--- config.mk ---
export PLATFORM = sky130hd
export DESIGN_NAME = vga_sync_timer
export DESIGN_NICKNAME = d
export VERILOG_FILES = /design/src/rtl/vga_sync_timer.sv
export SDC_FILE = /design/constraint.sdc
export NUM_CORES = 1
export LEC_CHECK = 0
export ABC_AREA = 0
export BUFFER_PORTS_ARGS = -buffer_cell sky130_fd_sc_hd__buf_2
export CORE_ASPECT_RATIO = 1.25
export CORE_MARGIN = 1.5
export CORE_UTILIZATION = 45
export DETAILED_ROUTE_END_ITERATION = 10
export PLACE_DENSITY = 0.67
export SYNTH_ARGS = -nofsm -noshare
export SYNTH_HDL_FRONTEND = slang
export SYNTH_SLANG_ARGS = --single-unit
--- constraint.sdc ---
create_clock -name clk -period 3.2 [get_ports clk]
set_input_delay 0.16 -clock clk [delete_from_list [all_inputs] [get_ports clk]]
set_output_delay 0.16 -clock clk [all_outputs]
set_load 0.02 [all_outputs]
--- src/rtl/vga_sync_timer.sv ---
// VGA sync generator: 640x480@60 timing from a 100 MHz clock using a pixel clock-enable.
// Optional frame counter output enabled by defining VGA_SYNC_FRAME_COUNT_EN.
module vga_sync_timer #(
  parameter int TICK_DIV  = 4,
  parameter int H_DISPLAY = 640,
  parameter int H_FRONT   = 16,
  parameter int H_SYNC    = 96,
  parameter int H_BACK    = 48,
  parameter int V_DISPLAY = 480,
  parameter int V_FRONT   = 10,
  parameter int V_SYNC    = 2,
  parameter int V_BACK    = 33
) (
  input  logic       clk,
  input  logic       reset,
  output logic       hsync,
  output logic       vsync,
  output logic       video_on,
  output logic       p_tick,
  output logic [9:0] pixel_x,
  output logic [9:0] pixel_y,
  output logic       frame_start
`ifdef VGA_SYNC_FRAME_COUNT_EN
  ,
  output logic [7:0] frame_cnt
`endif
);

  localparam int H_TOTAL = H_DISPLAY + H_FRONT + H_SYNC + H_BACK;
  localparam int V_TOTAL = V_DISPLAY + V_FRONT + V_SYNC + V_BACK;
  localparam int DIV_W   = $clog2(TICK_DIV);

  localparam logic [DIV_W-1:0] DIV_MAX = DIV_W'(TICK_DIV - 1);
  localparam logic [9:0] H_MAX    = 10'(H_TOTAL - 1);
  localparam logic [9:0] V_MAX    = 10'(V_TOTAL - 1);
  localparam logic [9:0] H_VIS    = 10'(H_DISPLAY);
  localparam logic [9:0] V_VIS    = 10'(V_DISPLAY);
  localparam logic [9:0] HS_START = 10'(H_DISPLAY + H_FRONT);
  localparam logic [9:0] HS_END   = 10'(H_DISPLAY + H_FRONT + H_SYNC - 1);
  localparam logic [9:0] VS_START = 10'(V_DISPLAY + V_FRONT);
  localparam logic [9:0] VS_END   = 10'(V_DISPLAY + V_FRONT + V_SYNC - 1);

  logic [DIV_W-1:0] div_cnt_reg;
  logic             p_tick_reg;
  logic [9:0]       h_count_reg, h_next;
  logic [9:0]       v_count_reg, v_next;
  logic             hsync_reg, vsync_reg;
  logic             frame_start_reg, frame_start_next;
  logic             h_wrap, v_wrap;

  // Wrap on >= so any out-of-range count recovers to 0 at the next tick.
  always_comb begin
    h_wrap           = (h_count_reg >= H_MAX);
    v_wrap           = (v_count_reg >= V_MAX);
    h_next           = h_count_reg;
    v_next           = v_count_reg;
    frame_start_next = 1'b0;
    if (p_tick_reg) begin
      h_next = h_wrap ? 10'd0 : h_count_reg + 10'd1;
      if (h_wrap) begin
        v_next = v_wrap ? 10'd0 : v_count_reg + 10'd1;
      end
      frame_start_next = h_wrap && v_wrap;
    end
  end

  always_ff @(posedge clk or negedge reset) begin
    if (!reset) begin
      div_cnt_reg     <= '0;
      p_tick_reg      <= 1'b0;
      h_count_reg     <= '0;
      v_count_reg     <= '0;
      hsync_reg       <= 1'b1;
      vsync_reg       <= 1'b1;
      frame_start_reg <= 1'b0;
    end else begin
      div_cnt_reg     <= (div_cnt_reg >= DIV_MAX) ? '0 : div_cnt_reg + DIV_W'(1);
      p_tick_reg      <= (div_cnt_reg == DIV_MAX);
      h_count_reg     <= h_next;
      v_count_reg     <= v_next;
      // Syncs come from next-state counts so they switch on the same edge as pixel_x/pixel_y.
      hsync_reg       <= !((h_next >= HS_START) && (h_next <= HS_END));
      vsync_reg       <= !((v_next >= VS_START) && (v_next <= VS_END));
      frame_start_reg <= frame_start_next;
    end
  end

`ifdef VGA_SYNC_FRAME_COUNT_EN
  logic [7:0] frame_cnt_reg;

  always_ff @(posedge clk or negedge reset) begin
    if (!reset) begin
      frame_cnt_reg <= '0;
    end else if (frame_start_next) begin
      frame_cnt_reg <= frame_cnt_reg + 8'd1;
    end
  end

  assign frame_cnt = frame_cnt_reg;
`endif

  assign hsync       = hsync_reg;
  assign vsync       = vsync_reg;
  assign p_tick      = p_tick_reg;
  assign pixel_x     = h_count_reg;
  assign pixel_y     = v_count_reg;
  assign frame_start = frame_start_reg;
  assign video_on    = (h_count_reg < H_VIS) && (v_count_reg < V_VIS);

endmodule

==> metrics.md <==
| Metric | Value |
|---|---|
| CTS HTree Levels | `1` |
| Critical path peak fanout | `5` |
| Syn avg cell area | `9.13 sq um` |
| Avg Vias per Cell | `5.76` |
| Slowest cell on crit path | `or4_4` |
| Worst-path cell chain | `ha_1, nand4_2, a21o_1, or4_4, a2111oi_2, o2111ai_1` |
| Setup repair after global routing missed its margin | `no` |
| Share of cells above drive strength 1 | `21.6%` |
| 1st-iter DRT viols | `23` |
| Post-DRT Antenna Nets | `0` |
| Synth Register Bits | `26` |
| Post-synthesis cell type count | `41` |
| DP Worst Slack | `1010 ps` |
| Total Routing Usage GR | `19.8%` |
| Number of enable flip-flop cells after synthesis | `0` |
| Maximum VDD drop | `280 uV` |
| Post-synthesis sequential area ratio | `45.0%` |
| Final core occ | `55.7%` |
| Pwr Density | `337 nW/um^2` |
| Setup violators final | `0` |
| Outcome | `completed` |
| Final #Nets | `192` |
| Total number of vias | `1,272` |
| Num ports | `27` |
| # rows | `22` |
| Clock root cell | `clkbuf_4` |
| Placeable Area | `3000 sq um` |
| Setup WS post-layout | `1000 ps` |
| DR DRC count | `0` |
| Worst skew pair latency | `320 ps` |
| CTS Buf Count | `3` |
| CTS tree | `done` |
| FF-to-FF End | `vsync` |
| Yosys warns | `0` |
| Commonest non-fill, non-tap cell in the layout | `buf_2` |
| Die footprint | `3580 sq um` |
| Fraction of registers with async set/reset | `100%` |
| CTS Sinks | `26` |
| Fin Clk Skew | `6.15 ps` |
| Worst EP arrival | `2440 ps` |
| GPL Wtd Cong | `0.823` |
| Global-route wire length before repair | `5.22 mm` |
| Slew headroom | `61.0%` |
| HPWL Detailed | `2.34 mm` |
| Critical path class | `register to register` |
| DRT Pass-1 Iters | `4` |
| Initial Util | `48.4%` |
| Die H | `66.5 um` |
| Top-area cell type share of the netlist area | `41.4%` |
| Minimum clock period | `2200 ps` |
| Startpoint types | `register` |
| Clk pin slew, worst setup/hold paths | `140 ps` |
| Cells after Synth | `159` |
| Power Total | `0.000563 W` |
| Port-buffer cells | `26` |
| Post-cts resize count | `0` |
| CP endpoint kind | `register` |
| Vias in the first global route | `1,195` |
| Final hold vios | `0` |
| Flop2flop setup slack | `1000 ps` |
| Pleak | `0.740 nW` |
| WL/cell | `14.5 um` |
| Final period utilization | `68.7%` |
| Synth area leader | `dfrtp_1` |
| Pin count of the biggest net entering global routing | `27` |
| Initial antenna violation count | `0` |
| Die X | `53.8 um` |
| CP required | `3440 ps` |
| GR Overflow Total | `0` |
| Worst reg2reg path startpoint | `pixel_x[0]` |
| FF-to-FF path depth | `6` |
| Max-Cap Viols | `0` |
| Worst path max stage delay | `530 ps` |
| Max Clk Rate | `0.455 GHz` |
| Inserted Diodes | `0` |
| Syn Nets | `165` |
| TNS Setup | `0 ps` |
| Top_reg_cell synth | `dfrtp_1` |
| Clock Tree Buf Depth | `2` |
| Most frequent cells in the layout | `buf_2, dfrtp_1, nand2_1, o21ai_0, nand3_1` |
| Slew Viols, Final | `0` |
| Layout area overhead | `15.2%` |
| Hold_ws | `346 ps` |
| Routed WL | `3.21 mm` |
| Synth area leaders | `dfrtp_1, o21ai_0, nand2_1` |
| Syn Std Cell Area | `1450 sq um` |
| Slew @ Worst Pin | `584 ps` |
| HP Class | `input port to asynchronous set/reset pin` |
## cells by family after synthesis
group	Yosys count	synth area share [%]
AOI/OAI and AO/OA	47	22.0
DFF	26	45.0
adders and majority gates	4	3.45
and+or+nand+nor	62	22.2
xor gates and xnor gates	6	3.62
buffers and inverters	14	3.79
## cell type report
type	count	area, sq um
clock buffer	3	22.5
clock inverter	1	30.0
fill	283	1330
inverter	8	30.0
multi-input combinational	119	743
sequential	26	653
tap	36	45.0
timing repair buffer	28	148
## power by group
part | internal, W | switching (W) | leakage, nW
Clock | 0.000127 | 0.0000998 | 0.0279
Sequential | 0.000329 | 0 | 0.342
Combinational | 0.00000123 | 0.00000629 | 0.370
## worst max-delay path: cells and delay by family (launching register included)
family,cells,cell delay (ps)
DFF,1,430
adders and majority gates,1,240
and+or+nand+nor,2,680
AOI/OAI and AO/OA,3,770
## stage by stage
step | cell area [sq um] | std cells
after floorplan | 1450 | 159
after global placement | 1610 | 216
after detailed placement | 1610 | 216
after CTS | 1670 | 221
after global routing | 1670 | 221
final | 1670 | 221
## worst max path at each step
stage	slack, ps	cells past startpoint	start	to
3_3_place_gp	1060	6	pixel_x[0]	vsync
5_1_grt	850	6	pixel_x[0]	vsync
6_report	1000	6	pixel_x[0]	vsync
2_1_floorplan	1010	6	pixel_x[1]	vsync
4_1_cts	980	6	pixel_x[0]	vsync
3_5_place_dp	1010	6	pixel_x[0]	vsync
## cell usage after synthesis, types with 2 or more instances
| cell | n |
|---|---|
| nor3_1 | 6 |
| nand4_1 | 4 |
| o31ai_1 | 3 |
| o21ai_0 | 17 |
| ha_1 | 4 |
| a21boi_0 | 2 |
| nor2_1 | 10 |
| dfstp_2 | 2 |
| and4_1 | 2 |
| nand2_1 | 17 |
| buf_2 | 2 |
| a21oi_1 | 8 |
| clkbuf_1 | 4 |
| o22ai_1 | 3 |
| xor2_1 | 2 |
| nand3_1 | 12 |
| a21bo_2 | 2 |
| xnor2_1 | 4 |
| inv_1 | 8 |
| o41ai_1 | 2 |
| and2_1 | 2 |
| dfrtp_1 | 24 |
## routing by layer
metal | GRT usage, % | wire length [um] | vias to the layer above
met1 | 22.6 | 1350 | 605
met4 | 7.05 | 58 | 0
met5 | 0 | 0 | -
met3 | 2.91 | 132 | 6
met2 | 36.0 | 1670 | 27
li1 | - | - | 634
## repair_timing
action                                 4_1_cts  5_1_grt
endpoints found under the hold margin       24        0
setup buffers                                0        0
hold buffers                                 1        0
Note: power is estimated with default switching activity, not from simulation.
